<file path="config.mk">
export PLATFORM = sky130hd
export DESIGN_NAME = rom_arbiter
export DESIGN_NICKNAME = d
export VERILOG_FILES = /design/src/rtl/rom_pkg.sv /design/src/rtl/rom_arbiter_rr_pick.sv /design/src/rtl/rom_arbiter.sv
export SDC_FILE = /design/constraint.sdc
export NUM_CORES = 1
export LEC_CHECK = 0
export BUFFER_PORTS_ARGS = -buffer_cell sky130_fd_sc_hd__buf_2
export CAP_MARGIN = 0
export CORE_ASPECT_RATIO = 0.8
export CORE_MARGIN = 2
export CORE_UTILIZATION = 30
export CTS_CLUSTER_SIZE = 16
export DETAILED_ROUTE_END_ITERATION = 12
export HOLD_SLACK_MARGIN = 0.12
export RECOVER_POWER = 25
export SYNTH_ARGS = -nofsm -noshare
export SYNTH_HDL_FRONTEND = slang
export SYNTH_HIERARCHICAL = 1
export SYNTH_SLANG_ARGS = --single-unit
</file>
<file path="constraint.sdc">
create_clock -name clk_i -period 4.2 [get_ports clk_i]
set_input_delay 0.42 -clock clk_i [delete_from_list [all_inputs] [get_ports clk_i]]
set_output_delay 0.42 -clock clk_i [all_outputs]
set_load 0.05 [all_outputs]
</file>
<file path="src/rtl/rom_pkg.sv">
// rom_pkg: constants shared by the ROM, the arbiter and the bench.
//   ROM_WIDTH      - data word width
//   ROM_DEPTH      - number of ROM words
//   ROM_ADDR_WIDTH - address width derived from the depth
//   rsp_state_e    - response tracker states (IDLE, ISSUED)
package rom_pkg;

  localparam int ROM_WIDTH      = 16;
  localparam int ROM_DEPTH      = 64;
  localparam int ROM_ADDR_WIDTH = $clog2(ROM_DEPTH);

  typedef enum logic [0:0] {
    IDLE   = 1'b0,
    ISSUED = 1'b1
  } rsp_state_e;

endpackage : rom_pkg

</file>
<file path="src/rtl/rom_arbiter_rr_pick.sv">
// rr_pick: combinational round-robin search.
//   req_i   - request vector
//   ptr_i   - index where the search starts (wraps upward)
//   mask_i  - requests to exclude from this search
//   gnt_o   - one-hot grant, zero when nothing eligible
//   idx_o   - winner index (0 when nothing eligible)
//   valid_o - a winner exists
module rr_pick #(
  parameter int NUM_REQ = 4,
  parameter int IDX_W   = $clog2(NUM_REQ)
) (
  input  logic [NUM_REQ-1:0] req_i,
  input  logic [IDX_W-1:0]   ptr_i,
  input  logic [NUM_REQ-1:0] mask_i,
  output logic [NUM_REQ-1:0] gnt_o,
  output logic [IDX_W-1:0]   idx_o,
  output logic               valid_o
);

  logic [NUM_REQ-1:0] req_eff_s;
  logic [IDX_W-1:0]   k_s;
  logic               found_s;

  assign req_eff_s = req_i & ~mask_i;

  // First eligible request at or after ptr_i, wrapping past NUM_REQ-1.
  always_comb begin
    gnt_o   = '0;
    idx_o   = '0;
    found_s = 1'b0;
    k_s     = '0;
    for (int i = 0; i < NUM_REQ; i++) begin
      k_s = IDX_W'((32'(ptr_i) + 32'(i)) % 32'(NUM_REQ));
      if (!found_s && req_eff_s[k_s]) begin
        gnt_o[k_s] = 1'b1;
        idx_o      = k_s;
        found_s    = 1'b1;
      end else begin
        found_s = found_s;
      end
    end
    valid_o = found_s;
  end

endmodule : rr_pick

</file>
<file path="src/rtl/rom_arbiter.sv">
// rom_arbiter: round-robin arbiter sharing one 1-cycle-latency ROM.
//   clk_i, rst_ni - clock and asynchronous active-low reset
//   req_i, lock_i - per-requester read request and ownership-lock request
//   addr_i        - packed per-requester addresses
//   gnt_o         - one-hot grant (combinational, same cycle as request)
//   rvalid_o      - one-hot response valid, one cycle after the grant
//   rdata_o       - shared response data
//   rom_en_o, rom_addr_o, rom_rdata_i, rom_rst_o - ROM side
module rom_arbiter
  import rom_pkg::*;
#(
  parameter int NUM_REQ    = 4,
  parameter int ADDR_WIDTH = ROM_ADDR_WIDTH,
  parameter int WIDTH      = ROM_WIDTH,
  parameter int MAX_LOCK   = 4
) (
  input  logic                          clk_i,
  input  logic                          rst_ni,
  input  logic [NUM_REQ-1:0]            req_i,
  input  logic [NUM_REQ-1:0]            lock_i,
  input  logic [NUM_REQ*ADDR_WIDTH-1:0] addr_i,
  output logic [NUM_REQ-1:0]            gnt_o,
  output logic [NUM_REQ-1:0]            rvalid_o,
  output logic [WIDTH-1:0]              rdata_o,
  output logic                          rom_en_o,
  output logic [ADDR_WIDTH-1:0]         rom_addr_o,
  input  logic [WIDTH-1:0]              rom_rdata_i,
  output logic                          rom_rst_o
);

  localparam int IDX_W = $clog2(NUM_REQ);
  localparam int CNT_W = $clog2(MAX_LOCK + 1);
  localparam logic [IDX_W-1:0] IDX_LAST = IDX_W'(NUM_REQ - 1);
  localparam logic [IDX_W-1:0] IDX_ONE  = IDX_W'(1);
  localparam logic [CNT_W-1:0] CNT_ONE  = CNT_W'(1);

  logic [IDX_W-1:0] ptr_q, ptr_d;
  logic [CNT_W-1:0] lock_cnt_q, lock_cnt_d;
  rsp_state_e       state_q, state_d;
  logic [IDX_W-1:0] rsp_id_q, rsp_id_d;
  logic [WIDTH-1:0] rdata_q, rdata_d;

  logic [NUM_REQ-1:0] pick_gnt_s;
  logic [IDX_W-1:0]   pick_idx_s;
  logic               pick_valid_s;
  logic [NUM_REQ-1:0] mask_s;
  logic               consec_s;
  logic [CNT_W-1:0]   cnt_eff_s;
  logic               lock_apply_s;

  // While in reset every request is masked so nothing is granted.
  assign mask_s = {NUM_REQ{~rst_ni}};

  rr_pick #(
    .NUM_REQ (NUM_REQ),
    .IDX_W   (IDX_W)
  ) u_rr_pick (
    .req_i   (req_i),
    .ptr_i   (ptr_q),
    .mask_i  (mask_s),
    .gnt_o   (pick_gnt_s),
    .idx_o   (pick_idx_s),
    .valid_o (pick_valid_s)
  );

  // A grant is consecutive when the previous cycle granted the same index;
  // otherwise the run count starts from zero for this grant.
  assign consec_s     = (state_q == ISSUED) && (rsp_id_q == pick_idx_s);
  assign cnt_eff_s    = consec_s ? lock_cnt_q : '0;
  assign lock_apply_s = lock_i[pick_idx_s] && (32'(cnt_eff_s) < 32'(MAX_LOCK - 1));

  assign gnt_o      = pick_gnt_s;
  assign rom_en_o   = pick_valid_s;
  assign rom_addr_o = pick_valid_s ? addr_i[pick_idx_s*ADDR_WIDTH +: ADDR_WIDTH] : '0;
  assign rom_rst_o  = ~rst_ni;
  assign rdata_o    = (state_q == ISSUED) ? rom_rdata_i : rdata_q;

  // Next-state: pointer, lock run count, response tracker, held data.
  always_comb begin
    ptr_d      = ptr_q;
    lock_cnt_d = '0;
    state_d    = IDLE;
    rsp_id_d   = rsp_id_q;
    rdata_d    = rdata_q;
    if (pick_valid_s) begin
      state_d  = ISSUED;
      rsp_id_d = pick_idx_s;
      if (lock_apply_s) begin
        ptr_d = pick_idx_s;
      end else if (pick_idx_s == IDX_LAST) begin
        ptr_d = '0;
      end else begin
        ptr_d = pick_idx_s + IDX_ONE;
      end
      // At the limit the count wraps so a sole locked owner starts a new run.
      if (32'(cnt_eff_s) >= 32'(MAX_LOCK - 1)) begin
        lock_cnt_d = '0;
      end else begin
        lock_cnt_d = cnt_eff_s + CNT_ONE;
      end
    end else begin
      ptr_d = ptr_q;
    end
    case (state_q)
      IDLE:    rdata_d = rdata_q;
      ISSUED:  rdata_d = rom_rdata_i;
      default: rdata_d = rdata_q;
    endcase
  end

  // Response valid decode from the registered tracker state.
  always_comb begin
    rvalid_o = '0;
    if (state_q == ISSUED) begin
      rvalid_o[rsp_id_q] = 1'b1;
    end else begin
      rvalid_o = '0;
    end
  end

  // State registers; reset drops any outstanding response.
  always_ff @(posedge clk_i or negedge rst_ni) begin
    if (!rst_ni) begin
      ptr_q      <= '0;
      lock_cnt_q <= '0;
      state_q    <= IDLE;
      rsp_id_q   <= '0;
      rdata_q    <= '0;
    end else begin
      ptr_q      <= ptr_d;
      lock_cnt_q <= lock_cnt_d;
      state_q    <= state_d;
      rsp_id_q   <= rsp_id_d;
      rdata_q    <= rdata_d;
    end
  end

endmodule : rom_arbiter

</file>
* Yosys cells after proc, flatten, opt, wreduce, memory -nomap -nowiden *
Cells that the tools add are included.

operators by class
  shift operators = 1
  $lt $le $gt $ge = 13
  divide/modulo/power cells = 0
  $mul = 1
  $add $sub $neg = 5
  bitwise logic cells = 6
  muxes and demuxes = 42
  reduce and logical (&&, ||, !) cells = 13
  eq/ne operators = 2

operators by type and width
  kind                   count
  $mux W16               2
  $shiftx A24 B6 Y6      1
  $mux W4                5
  $lt A2 B3 Y1 const B   6
  $mux W1                15
  $mux W2                6
  $or A4 B4 Y4           3
  $bmux W1 S2            5
  $demux W1 S2           5
  $ge A2 B1 Y1 const B   5
  $logic_and A1 B1 Y1    10
  $mux W3                3
  $mux W6                1
  $add A2 B1 Y2 const B  2
  $add A2 B2 Y2 const B  2
  $and A4 B4 Y4          1
  $mul A2 B2 Y4 const B  1
  $not A4 Y4             1
  $add A3 B1 Y3 const B  1
  $ge A3 B2 Y1 const B   1
  $logic_not A1 Y1       3
  $lt A3 B2 Y1 const B   1
  $eq A2 B2 Y1           1
  $eq A2 B2 Y1 const B   1
  $not A1 Y1             1

word-level totals
  latch bits = 0
  memories kept = 0
  ROM bits = 0
  register bits = 24
  logic and storage cells = 88
  bits in writable memories = 0
  output and inout bits = 32

* Logic depth before layout (Yosys ltp) *
Gate-level depths: netlist (run 1).

  depth after elaboration = 21
  gate-level depth with buffers = 17
  gate-level depth less buffers = 13

* Hierarchy *
Netlist (run 1), hierarchy kept.

modules (own cells, without submodules)
  module       times used  cells each  sequential area each (µm²)  area each (µm²)
  rom_arbiter  1           93          600.6                       1322.5
  rr_pick      1           67          0.0                         510.5

* Worst setup path before layout (run 1) *
Ideal clock, no wire load.

  path kind = register to register
  start point = register ptr_q[1]
  end point = register lock_cnt_q[1]
  path slack = 0.297 ns
  library setup time = 0.094 ns
  arrival = 3.809 ns
  period minus slack after synthesis = 3.903 ns
  stages on the path, launching flop included = 17
  cells stage by stage = dfrtp_1 > clkbuf_1 > inv_1 > ha_1 > clkbuf_1 > mux4_2 > nor2_2 > o221ai_1 > o21ai_1 > buf_6 > xor2_2 > nor3_2 > and2_1 > ha_1 > ha_1 > nand2b_1 > a211oi_1

on the way
  word-level cells in the longest chain between the ends = 18

ends and longest elaborated chain
  item                                                                    line                                  source
  start: declaration                                                      rom_arbiter.sv:37                     logic [IDX_W-1:0] ptr_q, ptr_d;
  start signal: assignment                                                rom_arbiter.sv:130                    ptr_q <= ptr_d;
  parallel branches: the longest is 11 deep, another holds $add A2 B1 Y2  n/a
  $mux W2 (*)                                                             rom_arbiter_rr_pick.sv:34             if (!found_s && req_eff_s[k_s]) begin
  named net pick_idx_s[0]                                                 rom_arbiter.sv:44                     logic [IDX_W-1:0] pick_idx_s;
  $eq A2 B2 Y1 (*)                                                        rom_arbiter.sv:68                     assign consec_s = (state_q == ISSUED) && (rsp_id_q == pick_idx_s);
  $logic_and A1 B1 Y1 (*)                                                 rom_arbiter.sv:68
  $mux W3 (*)                                                             rom_arbiter.sv:69                     assign cnt_eff_s = consec_s ? lock_cnt_q : '0;
  $add A3 B1 Y3 or $ge A3 B2 Y1 (tied branches)                           rom_arbiter.sv:99, rom_arbiter.sv:96
  $mux W3 (*)                                                             rom_arbiter.sv:96                     if (32'(cnt_eff_s) >= 32'(MAX_LOCK - 1)) begin
  $mux W3 (*)                                                             rom_arbiter.sv:85                     if (pick_valid_s) begin
  named net lock_cnt_d[1]                                                 rom_arbiter.sv:38                     logic [CNT_W-1:0] lock_cnt_q, lock_cnt_d;
  end signal: assignment                                                  rom_arbiter.sv:131                    lock_cnt_q <= lock_cnt_d;
  end: declaration                                                        rom_arbiter.sv:38

Mark *: on every way through the listed nets, which the timed path passes. The select of a mux whose other input is x is not followed.
A chain may end at the register's enable or synchronous reset.

* Worst setup path in the final report (run 1) *
  start point = register ptr_q[0]
  end point = output port rom_addr_o[0]

on the way
  word-level cells in the longest chain between the ends = 15

ends and longest elaborated chain
  item                                                                    line                       source
  parallel branches: the longest is 11 deep, another holds $add A2 B1 Y2  n/a
  $mux W2 (*)                                                             rom_arbiter_rr_pick.sv:34
  named net pick_idx_s[0]                                                 rom_arbiter.sv:44
  $mul A2 B2 Y4 (*)                                                       rom_arbiter.sv:74          assign rom_addr_o = pick_valid_s ? addr_i[pick_idx_s*ADDR_WIDTH +: ADDR_WIDTH] : '0;
  $shiftx A24 B6 Y6 (*)                                                   rom_arbiter.sv:74
  $mux W6 (*)                                                             rom_arbiter.sv:74
  end: declaration                                                        rom_arbiter.sv:26          output logic [ADDR_WIDTH-1:0] rom_addr_o,

Marks and branches as above.

==> impl_metrics.yaml, run 1 <==
run_status:
  status: "finished, final reports clean"
synthesis:
  yosys_warnings: 6
  synth_edf_count: 0
  ys.flop_type: "dfrtp_1"
  synth.cell_area_sq_mm: 0.00183
  synth_mux_area_frac: 0.259
  synth_compound_area_frac: 0.129
  synthAdderAreaFrac: 0.0683
  ys_seq_area_frac: 0.328
  syn_nets: 220
  netlist_instances: 160
  synth-xor-area-share: 0.0137
  syn_area_per_cell_sq_um: 11.5
  synthSimpleGateAreaFrac: 0.156
  synth.distinct_cells: 46
  ys_seq_elements: 24
  synth_async_sr_flop_share: 1.00
  synth_top_family_by_area: "multiplexers"
floorplanning:
  die_area_sq_mm: 0.00676
  rows: 25
  dieHeight_um: 73.9
  core-area_sq_mm: 0.00591
  num_io_pins: 82
  die_w_um: 91.4
  initial_core_util: 0.310
critical_path:
  slowest_delay_ns: 0.57
  cp-end-kind: "output port"
  arrival_ns: 3.52
  critPathBufInv: 3
  cp_data_required_time_ns: 3.78
  crit_slowest_cell: "mux4_2"
  cp-start-kind: "flip-flop"
  crit_chain: "inv_1 > ha_1 > mux4_2 > nor2_2 > o221ai_1 > o21ai_1 > buf_4 > mux4_1 > and2_1 > buf_2"
  worst-setup-path-type: "reg -> out"
  critPathTopFamily: "multiplexers"
  path_max_fanout: 12
clocking:
  cts_tree: "done"
  htreeDepth: 1
  clk_path_buf_depth: 2
  post_cts_buffers: 0
  clock_latency_ns: 0.26
  ctsResizeCount: 0
  cts_buffers: 3
  clock-sinks: 24
  postCtsHoldBufs: 0
  clkTransAtPathRegs_ns: 0.08
  cts_root_buf: "clkbuf_8"
flow_run:
  maxCapViolations: 0
hold_path:
  hp-class: "in -> reg"
route:
  wl_per_cell_um: 13.0
  detail_route.vias_per_cell: 4.91
  postRouteAntennaNets: 0
  drt_iter0_drc: 51
  vias: 1581
  firstDrtPassIters: 4
  wl_mm: 4.19
  drc: 0
final_layout:
  regArea_sq_um: 601
  syn_to_final_growth_pct: 28.8
  num-fill-cells: 595
  final_nets: 302
  diodes: 0
  multiInputGateArea_sq_mm: 0.00115
  layout-drive-gt1-share: 0.485
place:
  gp_congestion: 0.835
  io_buffers: 81
  hpwl_mm: 3.38
timing:
  rsz0062_at_grt: "no"
  drv_slew: 0
  min_period_ns: 3.94
  post-route-period-util: 0.938
  tightestPinTransition_ns: 1.27
  finalSetupViolCount: 0
  fin_skew_ns: 0.00123
  max_freq_ghz: 0.254
  hold_viol: 0
  tns_ns: 0
  relSlewSlack: 0.151
global_route:
  antenna_found_initial: 0
  grt_overflow: 0
  track_usage: 0.127
  grt_max_degree: 25
  grt_pass1_vias: 1533
  grt_pass1_wl_mm: 7.05
[registers in the layout, summed over array words and instances (netlist names)]
| register | flops |
|---|---|
| ptr_q | 2 |
| state_q | 1 |
| lock_cnt_q | 3 |
| rsp_id_q | 2 |
| rdata_q | 16 |
[logic make-up (layout without fill, tap and decap cells)]
kind of cell               Yosys count  count (layout)
adders and majority gates           10              10
muxes                               30              30
buffers and inverters               14              95
and+or+nand+nor                     46              46
AOI/OAI and AO/OA                   34              34
DFF                                 24              24
xor gates and xnor gates             2               2
[cell usage after synthesis (2+ instances only)]
cell type / count / area share
dfrtp_1: 24 / 0.33
mux2_2: 18 / 0.11
a21oi_1: 12 / 0.033
ha_1: 10 / 0.068
and2_1: 8 / 0.027
mux4_1: 7 / 0.10
nand2_1: 7 / 0.014
inv_1: 5 / 0.010
nand2b_1: 5 / 0.017
a22oi_1: 4 / 0.016
nor2_1: 4 / 0.0082
o22ai_1: 4 / 0.014
a211oi_1: 3 / 0.012
buf_6: 3 / 0.018
clkbuf_1: 3 / 0.0061
mux4_2: 3 / 0.037
nor2b_1: 3 / 0.010
o21ai_0: 3 / 0.0082
a41oi_1: 2 / 0.0096
and2b_1: 2 / 0.0082
and3_1: 2 / 0.0068
mux2i_1: 2 / 0.011
nand3_1: 2 / 0.0055
nor2b_4: 2 / 0.015
[metrics by stage]
step,cell area (sq um),cells,util,setup slack (ns),hold slack [ns]
detailed placement,2310,318,0.391,0.412,0.461
CTS,2370,322,0.400,0.251,0.168
finish,2360,322,0.399,0.262,0.402
floorplan,1830,160,-,0.297,0.124
global route,2360,322,0.399,0.0549,0.392
global placement,2310,318,0.391,0.587,0.464
[final timing paths]
check / to / start / slack, ns / cells past startpoint
worst max-delay path: rom_addr_o[0] / ptr_q[0] / 0.26 / 10
worst min-delay path: rdata_q[7] / rom_rdata_i[7] / 0.40 / 2
worst max register to register: lock_cnt_q[2] / ptr_q[0] / 0.50 / 14
worst min register to register: rdata_q[7] / rdata_q[7] / 0.50 / 1
max in group asynchronous: rdata_q[11] / rst_ni / 2.89 / 2
min in group asynchronous: rdata_q[8] / rst_ni / 0.56 / 2
[cells in the final DEF (no fill, tap or decap), types with 2 or more instances in the layout]
cell,synthesis,final
o22ai_1,4,4
and2b_1,2,2
mux4_1,7,7
and2_1,8,8
nand2_1,7,7
and3_1,2,2
o21ai_0,3,3
inv_1,5,5
clkbuf_1,3,2
mux4_2,3,3
mux2i_1,2,2
a211oi_1,3,3
a21oi_1,12,12
dfrtp_1,24,24
buf_2,1,80
nor2b_4,2,2
ha_1,10,10
nand2b_1,5,5
clkbuf_8,0,4
nand3_1,2,2
nor2_1,4,4
buf_4,1,4
a22oi_1,4,4
nor2b_1,3,3
a41oi_1,2,2
mux2_2,18,18
[per-layer routing]
layer | global-route usage | wire, um
met1 | 0.165 | 1860
met3 | 0.0267 | 227
met5 | 0 | 0
met4 | 0.0101 | 12
met2 | 0.228 | 2090
[area by class of cell]
class	instances	share of cell area
clock buffers	4	0.0233
inverters	5	0.00795
multi-input cells	122	0.486
well taps	81	0.0429
flip-flops and latches	24	0.254
repair buffers	86	0.185
Power of run 1 is not shown: default switching activity piles up to over one toggle a cycle in this logic, so the estimate is an artifact.
==> run 2: changes to the inputs <==
==> constraint.sdc (replaced) <==
create_clock -name clk_i -period 4.2 [get_ports clk_i]
set_input_delay 0.21 -clock clk_i [delete_from_list [all_inputs] [get_ports clk_i]]
set_output_delay 0.21 -clock clk_i [all_outputs]
set_load 0.05 [all_outputs]
==> impl_metrics.yaml, run 2 (synthesis gave the netlist of run 1 again) <==
critical_path:
  critPathBufInv: 3
  arrival_ns: 4.07
  cp-start-kind: "input pin"
  cp_common_cell: "ha_1"
  cp-end-kind: "flip-flop"
  cp_data_required_time_ns: 4.37
  crit_chain: "dlygate4sd3_1 > clkbuf_1 > inv_1 > nor2b_1 > mux4_2 > and4b_1 > o21ai_2 > a41oi_1 > xor2_1 > nor3_2 > and2_1 > ha_1 > ha_1 > nand2b_1 > a211oi_1"
  path_max_fanout: 10
  critPathTopFamily: "simple AND/OR/NAND/NOR gates"
  crit_slowest_cell: "dlygate4sd3_1"
  worst-setup-path-type: "in -> reg"
  slowest_delay_ns: 0.54
global_route:
  antenna_found_initial: 0
  grt_pass1_wl_mm: 6.79
  grt_max_degree: 25
  grt_overflow: 0
  track_usage: 0.123
  grt_pass1_vias: 1564
timing:
  min_period_ns: 3.89
  relSlewSlack: 0.143
  post-route-period-util: 0.927
  drv_slew: 0
  worst_hold_slack_ns: 0.190
  max_freq_ghz: 0.257
  tns_ns: 0
  tightestPinTransition_ns: 1.28
  fin_skew_ns: 0.000979
  hold_viol: 0
  finalSetupViolCount: 0
  rsz0062_at_grt: "no"
final_layout:
  layout-drive-gt1-share: 0.490
  top_regs: "rdata_q (16), lock_cnt_q (3)"
  max_flop_register: "rdata_q"
  final_cell_mix: "buf_2, dfrtp_1, mux2_2"
  layout_commonest_cell: "buf_2"
  num-fill-cells: 592
  diodes: 0
  syn_to_final_growth_pct: 30.0
  largest_register_ffs: 16
  final_nets: 304
place:
  gp_congestion: 0.782
  hpwl_mm: 3.34
  io_buffers: 81
clocking:
  cts_buffers: 3
  htreeDepth: 1
  clock-sinks: 24
  clkTransAtPathRegs_ns: 0.08
  cts_tree: "done"
  cts_root_buf: "clkbuf_8"
  clk_path_buf_depth: 2
  clock_latency_ns: 0.26
floorplanning:
  die_w_um: 91.4
  core-area_sq_mm: 0.00591
  initial_core_util: 0.310
  die_area_sq_mm: 0.00676
  rows: 25
  num_io_pins: 82
  dieHeight_um: 73.9
route:
  drc: 0
  postRouteAntennaNets: 0
  vias: 1576
  drt_iter0_drc: 62
  wl_per_cell_um: 12.8
  detail_route.vias_per_cell: 4.86
  wl_mm: 4.15
  firstDrtPassIters: 4
run_status:
  status: "finished, final reports clean"
hold_path:
  hp-class: "in -> reg"
flow_run:
  maxCapViolations: 0
-- run 2: cell types whose count changed in the layout (fill, tap and decap cells not counted) --
cell,before,now
dlygate4sd3_1,0,1
buf_4,4,5
o21ai_2,1,2
o21ai_1,1,0
-- run 2: worst reg2reg max path, delay by kind of cell (launching register included) --
kind / cells / cell delay (ns)
simple gates: 4 / 0.90
fa+ha+maj: 3 / 0.86
compound gates: 3 / 0.65
mux: 1 / 0.41
flops: 1 / 0.35
xor+xnor: 1 / 0.34
buf+inv: 1 / 0.13
-- run 2: metal layers --
metal / vias up / part of all wire / global-route usage
li1: 769 / - / -
met3: 4 / 0.051 / 0.0236
met4: 0 / 0.0068 / 0.0269
met1: 742 / 0.44 / 0.147
met5: - / 0 / 0
met2: 61 / 0.50 / 0.232
-- run 2: what timing repair did --
action | 4_1_cts | 5_1_grt
buffers inserted | 0 | 0
hold buffers | 1 | 0
hold endpoints to repair | 24 | 0
setup endpoints to repair | 0 | 5
resized for setup | 0 | 1
-- run 2: path summary, 6_finish.rpt --
check,to,slack [ns],depth (start not counted),from
min in group asynchronous,rsp_id_q[0],0.89,3,rst_ni
max in group asynchronous,rdata_q[15],2.55,3,rst_ni
worst max-delay path,lock_cnt_q[2],0.31,15,rst_ni
worst max register to register,lock_cnt_q[2],0.47,13,ptr_q[0]
worst min-delay path,rdata_q[15],0.19,2,rom_rdata_i[15]
worst min register to register,rdata_q[2],0.50,1,rdata_q[2]
-- run 2: area by class of cell --
class | instances | area [sq um] | share of cell area
clock buffer | 4 | 55.1 | 0.0231
inverter | 5 | 18.8 | 0.00788
multi-input combinational | 122 | 1150 | 0.483
sequential | 24 | 601 | 0.252
tap | 81 | 101 | 0.0425
timing repair buffer | 88 | 455 | 0.191
-- run 2: through the flow --
stage	util	std cells	area [sq um]	worst slack (ns)
after floorplan	-	160	1830	0.297
after global placement	0.392	319	2320	0.569
after detailed placement	0.392	319	2320	0.479
after CTS	0.403	324	2380	0.181
after global routing	0.403	324	2380	0.0768
final	0.403	324	2380	0.305
Power of run 2 is left out for the same reason.
==> run 3: changes to the inputs <==
--- a/config.mk
+++ b/config.mk
@@ -13,8 +13,8 @@
 export CTS_CLUSTER_SIZE = 16
 export DETAILED_ROUTE_END_ITERATION = 12
 export HOLD_SLACK_MARGIN = 0.12
+export PLACE_DENSITY = 0.61
 export RECOVER_POWER = 25
 export SYNTH_ARGS = -nofsm -noshare
 export SYNTH_HDL_FRONTEND = slang
-export SYNTH_HIERARCHICAL = 1
 export SYNTH_SLANG_ARGS = --single-unit
==> impl_metrics.yaml, run 3 <==
synthesis:
  yosys_warnings: 0
  ys.flop_type: "dfrtp_1"
  synth.distinct_cells: 37
  syn_area_per_cell_sq_um: 10.2
  ys_top_cells_by_area: "dfrtp_1, mux2_2, mux2i_1"
  syn_nets: 216
  ys_seq_area_frac: 0.367
  netlist_instances: 160
  synth_edf_count: 0
  ys_seq_elements: 24
  synth_async_sr_flop_share: 1.00
  synth.cell_area_sq_mm: 0.00164
  synthTopCellsByCount: "dfrtp_1, mux2_2, nand2_1"
  netlist.area_leader.share: 0.367
  synth_top_area_cell: "dfrtp_1"
timing:
  finalSetupViolCount: 0
  tns_ns: 0
  min_period_ns: 3.59
  tightestPinTransition_ns: 1.25
  post-route-period-util: 0.854
  max_freq_ghz: 0.279
  drv_slew: 0
  relSlewSlack: 0.169
  rsz0062_at_grt: "no"
  hold_viol: 0
  fin_skew_ns: 0.00471
place:
  placed_area_sq_mm: 0.00212
  gp_congestion: 0.827
  hpwl_mm: 3.03
  io_buffers: 81
global_route:
  grt_overflow: 0
  grt_max_degree: 24
  antenna_found_initial: 0
  track_usage: 0.129
  grt_pass1_vias: 1403
  grt_pass1_wl_mm: 6.42
critical_path:
  crit_slowest_cell: "dfrtp_1"
  arrival_ns: 3.78
  worst-setup-path-type: "reg -> reg"
  cp_common_cell: "ha_1"
  crit_chain: "inv_1 > ha_1 > nor2b_1 > a22oi_2 > o21ai_2 > mux2i_4 > xnor2_1 > nor2_1 > and2_1 > ha_1 > ha_1 > a211o_1 > nor2_1"
  r2r-end: "lock_cnt_q[1]"
  ff2ff_setup_slack_ns: 0.61
  path_max_fanout: 16
  cp_data_required_time_ns: 4.39
  cp-start-kind: "flip-flop"
  reg2reg_depth: 13
  cp-end-kind: "flip-flop"
  slowest_delay_ns: 0.66
  rr_startpoint: "ptr_q[0]"
final_layout:
  final_cell_mix: "buf_2, mux2_2, dfrtp_1"
  layout-drive-gt1-share: 0.485
  final_cell_area_sq_mm: 0.00216
  syn_to_final_growth_pct: 32.2
  top_regs: "rdata_q (16), lock_cnt_q (3)"
  layout_commonest_cell: "buf_2"
  largest_register_ffs: 16
  max_flop_register: "rdata_q"
  final_nets: 299
  diodes: 0
flow_run:
  maxCapViolations: 0
route:
  vias: 1460
  wl_per_cell_um: 12.6
  drc: 0
  wl_mm: 3.84
  postRouteAntennaNets: 0
  firstDrtPassIters: 5
  detail_route.vias_per_cell: 4.77
  drt_iter0_drc: 42
pwr:
  peakVddDrop_mv: 0.176
  power.leakage_nw: 1.10
  power.density_mw_per_mm2: 605
clocking:
  htreeDepth: 1
  cts_buffers: 3
  cts_root_buf: "clkbuf_8"
  clock-sinks: 24
  clk_path_buf_depth: 2
  cts_tree: "done"
  clock_latency_ns: 0.26
  post_cts_buffers: 0
  clkTransAtPathRegs_ns: 0.08
floorplanning:
  core-area_sq_mm: 0.00535
  die_area_sq_mm: 0.00607
  die_w_um: 86.6
  rows: 24
  dieHeight_um: 70.1
  num_io_pins: 82
  initial_core_util: 0.306
hold_path:
  hp-class: "in -> reg"
  hold_start: "rom_rdata_i[6]"
  hold_path_depth: 2
  min_to: "rdata_q[6]"
run_status:
  status: "finished, final reports clean"
[run 3: changes by cell type after synthesis, moves of 6 or more]
cell     before  now
nor2_1        4   16
mux2i_1       2   12
mux2_2       18   24
a21oi_1      12    3
nand2_1       7   19
mux4_1        7    0
[run 3: cell families (layout without fill, tap and decap cells)]
family / after synthesis / after routing / synth area share
AOI/OAI and AO/OA: 25 / 25 / 0.131
muxes: 38 / 38 / 0.261
adders and majority gates: 6 / 6 / 0.0459
buffers and inverters: 12 / 93 / 0.0336
DFF: 24 / 24 / 0.367
xor gates and xnor gates: 3 / 3 / 0.0161
and+or+nand+nor: 52 / 52 / 0.145
[run 3: layout make-up]
type                       instances  area [sq um]
fill                             560          3180
multi-input combinational        124           988
sequential                        24           601
timing repair buffer              85           433
tap                               65          81.3
clock buffer                       3          41.3
inverter                           5          18.8
[run 3: routing by layer]
| layer | routed length, um | vias up | GRT usage |
|---|---|---|---|
| li1 | - | 736 | - |
| met3 | 195 | 4 | 0.0343 |
| met2 | 1890 | 36 | 0.218 |
| met1 | 1730 | 684 | 0.169 |
| met5 | 0 | - | 0 |
| met4 | 25 | 0 | 0.0139 |
[run 3: worst max-delay path: cells and delay by family, from the launching register on]
kind | cells | cell delay [ns]
flip-flops | 1 | 0.66
AO/OA/AOI/OAI | 3 | 0.58
AND/OR/NAND/NOR | 4 | 0.58
multiplexers | 1 | 0.51
XOR/XNOR | 1 | 0.21
adder cells (fa/ha/maj) | 3 | 0.78
buffers and inverters | 1 | 0.18
[run 3: power by group]
group          switching, W  total, W  internal (W)
Sequential        0.0000591  0.000331      0.000271
Clock             0.0000683  0.000132     0.0000640
Combinational      0.000552  0.000847      0.000295
[run 3: worst max path at each step]
stage	start	end	slack, ns	depth (start not counted)
2_1_floorplan	ptr_q[0]	rom_addr_o[2]	0.65	10
3_3_place_gp	ptr_q[0]	lock_cnt_q[0]	0.76	13
3_5_place_dp	ptr_q[0]	lock_cnt_q[1]	0.61	13
4_1_cts	ptr_q[0]	lock_cnt_q[1]	0.58	13
5_1_grt	ptr_q[0]	lock_cnt_q[2]	0.24	13
6_report	ptr_q[0]	lock_cnt_q[1]	0.61	13
[run 3: timing repair]
item	4_1_cts	5_1_grt
gates resized for setup	0	0
endpoints found under the hold margin	1	0
setup endpoints to repair	0	0
hold buffers	1	0
[run 3: per-stage QoR]
| stage | hold WS, ns | cells | setup slack (ns) | total power (W) | util |
|---|---|---|---|---|---|
| 2_1_floorplan | -0.0856 | 160 | 0.647 | 0.00102 | - |
| 3_3_place_gp | 0.0879 | 302 | 0.758 | 0.00118 | 0.396 |
| 3_5_place_dp | 0.0861 | 302 | 0.609 | 0.00119 | 0.396 |
| 4_1_cts | 0.184 | 306 | 0.583 | 0.00133 | 0.406 |
| 5_1_grt | 0.184 | 306 | 0.243 | 0.00140 | 0.405 |
| 6_report | 0.193 | 306 | 0.613 | 0.00131 | 0.405 |
Power figures use the tool's default switching activity.
